`config.mk`:
```
export PLATFORM = sky130hd
export DESIGN_NAME = constantin_write_agent
export DESIGN_NICKNAME = d
export VERILOG_FILES = /design/src/rtl/constantin_write_agent.sv
export SDC_FILE = /design/constraint.sdc
export NUM_CORES = 2
export LEC_CHECK = 0
export ABC_AREA = 1
export BUFFER_PORTS_ARGS = -buffer_cell sky130_fd_sc_hd__buf_2
export CAP_MARGIN = 20
export CELL_PAD_IN_SITES_DETAIL_PLACEMENT = 1
export CELL_PAD_IN_SITES_GLOBAL_PLACEMENT = 1
export CORE_AREA = 2 2 711 713
export CTS_BUF_LIST = sky130_fd_sc_hd__clkbuf_8
export CTS_CLUSTER_DIAMETER = 200
export DETAILED_ROUTE_END_ITERATION = 12
export DIE_AREA = 0 0 713 715
export PLACE_DENSITY_LB_ADDON = 0.1
export SLEW_MARGIN = 0
export SYNTH_ARGS = -nofsm -noshare
export SYNTH_HDL_FRONTEND = slang
export SYNTH_SLANG_ARGS = --single-unit
```
`constraint.sdc`:
```
create_clock -name clock -period 4.4 [get_ports clock]
set_input_delay 0.22 -clock clock [delete_from_list [all_inputs] [get_ports clock]]
set_output_delay 0.22 -clock clock [all_outputs]
set_load 0.01 [all_outputs]
```
`src/rtl/constantin_write_agent.sv`:
```
// Runtime write/read-back agent for the constantin tunables.
// Two-half staging, atomic commit, one request outstanding.
module constantin_write_agent #(
  parameter int NUM_CONST = 26,
  parameter int IDX_W     = 5
) (
  input  logic                    clock,
  input  logic                    reset_n,
  input  logic                    req_valid,
  output logic                    req_ready,
  input  logic [1:0]              req_op,
  input  logic [IDX_W-1:0]        req_idx,
  input  logic [31:0]             req_data,
  output logic                    resp_valid,
  input  logic                    resp_ready,
  output logic                    resp_err,
  output logic [63:0]             resp_data,
  output logic [NUM_CONST*64-1:0] const_value,
  output logic [NUM_CONST-1:0]    const_update,
  output logic [NUM_CONST-1:0]    const_override
);

  localparam logic [1:0] OP_WR_LO  = 2'd0;
  localparam logic [1:0] OP_WR_HI  = 2'd1;
  localparam logic [1:0] OP_COMMIT = 2'd2;
  localparam logic [1:0] OP_READ   = 2'd3;

  typedef enum logic {IDLE, RESP} state_t;

  state_t state;
  state_t state_nx;

  logic [63:0]      cv [NUM_CONST];
  logic [31:0]      stg_lo;
  logic [31:0]      stg_hi;
  logic [IDX_W-1:0] stg_idx;
  logic             stg_lo_ok;
  logic             stg_hi_ok;
  logic             err_q;
  logic [63:0]      data_q;

  logic             accept;
  logic             idx_ok;
  logic             hit;
  logic             err_c;
  logic             do_lo;
  logic             do_hi;
  logic             do_commit;
  logic             do_clr;
  logic [63:0]      rd_c;

  assign req_ready  = (state == IDLE);
  assign resp_valid = (state == RESP);
  assign resp_err   = err_q;
  assign resp_data  = data_q;
  assign accept     = req_valid & req_ready;
  assign idx_ok     = {1'b0, req_idx} < (IDX_W+1)'(NUM_CONST);
  assign hit        = (stg_idx == req_idx);

  // Handshake FSM state register
  always_ff @(posedge clock or negedge reset_n) begin
    if (!reset_n) state <= IDLE;
    else          state <= state_nx;
  end

  // Next state: accept moves to RESP, taken response returns to IDLE
  always_comb begin
    state_nx = state;
    unique case (state)
      IDLE: if (req_valid)  state_nx = RESP;
      RESP: if (resp_ready) state_nx = IDLE;
      default:              state_nx = IDLE;
    endcase
  end

  // Request decode: error and staging/commit actions
  always_comb begin
    err_c     = 1'b0;
    do_lo     = 1'b0;
    do_hi     = 1'b0;
    do_commit = 1'b0;
    do_clr    = 1'b0;
    rd_c      = '0;
    if (!idx_ok) begin
      err_c = 1'b1;
    end else begin
      unique case (req_op)
        OP_WR_LO: do_lo = 1'b1;
        OP_WR_HI: begin
          if (stg_lo_ok && hit) begin
            do_hi = 1'b1;
          end else begin
            err_c  = 1'b1;
            do_clr = 1'b1;
          end
        end
        OP_COMMIT: begin
          if (stg_lo_ok && stg_hi_ok && hit) begin
            do_commit = 1'b1;
          end else begin
            err_c  = 1'b1;
            do_clr = 1'b1;
          end
        end
        OP_READ: rd_c = cv[req_idx];
        default: err_c = 1'b1;
      endcase
    end
  end

  // Staging registers for the two halves
  always_ff @(posedge clock or negedge reset_n) begin
    if (!reset_n) begin
      stg_lo    <= '0;
      stg_hi    <= '0;
      stg_idx   <= '0;
      stg_lo_ok <= 1'b0;
      stg_hi_ok <= 1'b0;
    end else if (accept) begin
      if (do_lo) begin
        stg_lo    <= req_data;
        stg_idx   <= req_idx;
        stg_lo_ok <= 1'b1;
        stg_hi_ok <= 1'b0;
      end
      if (do_hi) begin
        stg_hi    <= req_data;
        stg_hi_ok <= 1'b1;
      end
      if (do_clr || do_commit) begin
        stg_lo_ok <= 1'b0;
        stg_hi_ok <= 1'b0;
      end
    end
  end

  // Committed bank, override flags and one-cycle update pulse
  always_ff @(posedge clock or negedge reset_n) begin
    if (!reset_n) begin
      for (int i = 0; i < NUM_CONST; i++) cv[i] <= '0;
      const_update   <= '0;
      const_override <= '0;
    end else begin
      const_update <= '0;
      if (accept && do_commit) begin
        cv[req_idx]             <= {stg_hi, stg_lo};
        const_override[req_idx] <= 1'b1;
        const_update[req_idx]   <= 1'b1;
      end
    end
  end

  // Response registers, captured at accept and held until taken
  always_ff @(posedge clock or negedge reset_n) begin
    if (!reset_n) begin
      err_q  <= 1'b0;
      data_q <= '0;
    end else if (accept) begin
      err_q  <= err_c;
      data_q <= rd_c;
    end
  end

  // Flatten the bank onto the consumer bus
  always_comb begin
    const_value = '0;
    for (int i = 0; i < NUM_CONST; i++) const_value[64*i +: 64] = cv[i];
  end

endmodule
```
==> run_results.csv <==
group,metric,value,unit
critical_path,r2r_start,"resp_valid",
global_routing,track_usage,25.72,%
sta,fmax,0.2931,GHz
synthesis,yosys-top-cells-count,"nand2_1 (5341), dfrtp_1 (1853), a22oi_1 (640)",
routing,drtIter0Drc,7208,
clock_network,cts_buffers,397,
sta,rsz0062_at_grt,"no",
sta,worstMarginPinSlew,1.212,ns
routing,drt-wirelength-per-cell,36.26,um
synthesis,netlist_instances,9805,
synthesis,synth_edf_count,0,
sta,finalMaxSlewViolations,0,
critical_path,r2r-end,"const_value[1130]",
critical_path,reg2reg_depth,10,
sta,tns,0,ns
clock_network,clockBufferDepth,4,
synthesis,synth_cell_types,32,
critical_path,crit_type,"reg -> reg",
synthesis,yosysMostFrequentCell,"nand2_1",
final_layout,final_nets,11700,
final_layout,final_layout_size_suffix_gt1_share,23.04,%
sta,slew_headroom,19.22,%
critical_path,start_kind,"flop",
die,fp.coreArea,0.5029,mm^2
synthesis,syn-num-nets,9852,
clock_network,cts_root_buffer,"clkbuf_8",
global_routing,antenna_found_initial,92,
outcome,status,"finished clean",
clock_network,cts_tree,"done",
die,die_w,713,um
synthesis,synthArstFlopShare,100.0,%
synthesis,synthFlopType,"dfrtp_1",
die,die_y,715,um
routing,antenna_left,0,
routing,vias,82910,
synthesis,ys_seq_area_share,57.13,%
sta,setup_viol,0,
synthesis,yosys-top-cells-area,"dfrtp_1 (57%), nand2_1 (25%), a22oi_1 (5.9%)",
synthesis,synth-seq-cells,1853,
synthesis,synth.top_cell.area_share,57.13,%
critical_path,worstSetupEndpointType,"flop",
synthesis,yosys_warnings,0,
place,finalWeightedCongestion,0.8373,
final_layout,final_core_utilization,21.45,%
final_layout,syn2layout_area_growth,32.88,%
power,power.leakage,59.98,nW
clock_network,postCtsResizedCells,0,
sta,hold_violations,0,
synthesis,syn_area_per_cell,8.278,um^2
routing,postRouteWirelength,678.0,mm
clock_network,post_cts_buffers,0,
place,dp_hpwl,482.0,mm
synthesis,synth_area_leader_cell,"dfrtp_1",
critical_path,endpoint,"const_value[1130]",
critical_path,crit_fanout,60,
sta,fin_skew,0.1069,ns
place,numPortBuffers,1825,
power,peakVddDrop,0.2254,mV
routing,via_per_inst,4.434,
worst_hold_path,hold_class,"in -> async",
flow_run,drv_cap,0,
synthesis,syn_area,0.08117,mm^2
critical_path,r2r_slack,0.99,ns
clock_network,clk_pin_slew_worst_paths,0.06,ns
die,die_area,0.5098,mm^2
clock_network,hold_buffers,80,
routing,route.detailed.drc,0,
clock_network,clock_latency,1.24,ns
sta,fin_crit,3.412,ns
power,powerDensity,378.7,mW/mm^2
routing,first_pass_iters,5,
global_routing,grt_pass1_wl,883.9,mm
global_routing,grt_pass1_vias,85880,
global_routing,grt_max_degree,125,
die,initial_core_util,16.14,%
clock_network,htree_levels,5,
final_layout,nFillCells,59590,
critical_path,arrival,4.42,ns
die,top_level_ports,1826,
sta,fin_crit_sh,77.54,%
global_routing,overflow,0,
critical_path,startpoint,"resp_valid",
clock_network,clock-sinks,1853,
die,rows,261,
critical_path,required,5.41,ns
[layer usage]
layer | vias up | share of wire (%) | track usage [%]
li1 | 35150 | - | -
met1 | 43750 | 42 | 32.26
met2 | 3164 | 47 | 42.41
met3 | 838 | 6.2 | 5.374
met4 | 14 | 5.2 | 11.61
met5 | - | 0.014 | 0
[cell type report]
type,instances,area [um^2],share of cell area [%]
Antenna cell,35,87.58,0.08121
Clock buffer,486,6689,6.202
Clock inverter,222,1354,1.255
Inverter,126,506.7,0.4698
Multi-Input combinational cell,7086,31160,28.89
Sequential cell,1853,46370,43.00
Tap cell,6706,8391,7.780
Timing Repair Buffer,2185,13300,12.33
[layout by cell type (no fill, tap or decap), types with 3 or more instances in the layout]
cell type,count
a21oi_1,6
a22o_1,64
a22oi_1,640
and2_1,64
buf_12,92
buf_16,5
buf_2,1824
buf_4,184
bufinv_16,7
clkbuf_8,486
clkinv_2,30
clkinv_8,6
clkinvlp_4,3
dfrtp_1,1851
diode_2,35
dlygate4sd3_1,79
ha_1,4
inv_1,269
inv_12,8
inv_16,3
inv_2,7
inv_6,6
inv_8,9
nand2_1,5340
nand3_4,27
nand4_1,66
nor2_1,172
nor2_4,23
o21ai_0,69
o21ai_1,572
or2_2,25
[worst min-delay path by stage]
stage                 start                end  slack (ns)  depth (start not counted)
6_report            reset_n   const_value[967]        0.09                          3
5_1_grt          req_idx[1]         stg_idx[1]        0.04                          4
4_1_cts        req_data[19]         stg_lo[19]       0.002                          4
3_5_place_dp        reset_n   const_value[967]        0.27                          1
3_3_place_gp        reset_n   const_value[967]        0.28                          1
2_1_floorplan       reset_n  const_override[0]       -0.08                          0
[stage by stage]
step	cells	area (um^2)	hold slack [ns]	setup slack, ns	power [mW]
2_1_floorplan	9805	81170	-0.07559	2.563	18.70
3_3_place_gp	17870	98780	0.2770	1.014	21.08
3_5_place_dp	17880	98880	0.2739	0.9539	21.15
4_1_cts	18660	107700	0.001845	0.8944	41.57
5_1_grt	18680	107800	0.04190	0.8343	42.32
6_report	18700	107900	0.09420	0.9883	40.84
[where the power goes]
part           switching [mW]  internal [mW]
registers               0.558           17.2
clock network            9.52           10.4
logic                    2.72          0.433
total                    12.8           28.0
[worst max-delay path: stages, from the launching register on]
cell,delay (ns)
dfrtp_1,0.38
inv_2,0.09
nand2_4,0.12
inv_1,0.13
nand2_1,0.20
nor2_4,0.44
buf_12,0.33
nand3_4,0.42
buf_12,0.33
nand2_1,0.22
o21ai_1,0.09
[sequential cells by signal, summed over array words and instances (netlist names)]
name	flops
stg_hi_ok	1
const_value	1664
stg_idx	5
resp_valid	1
resp_err	1
stg_lo_ok	1
stg_lo	32
resp_data	64
const_update	26
const_override	26
stg_hi	32
[kinds of logic after synthesis]
group / Yosys count / synth area share (%)
adders and majority gates: 4 / 0.06166
DFF: 1853 / 57.13
buffers and inverters: 866 / 4.930
AOI/OAI and AO/OA: 1354 / 10.63
and+or+nand+nor: 5727 / 27.24
xor gates and xnor gates: 1 / 0.01079
Note: power is estimated with default switching activity, not from simulation.
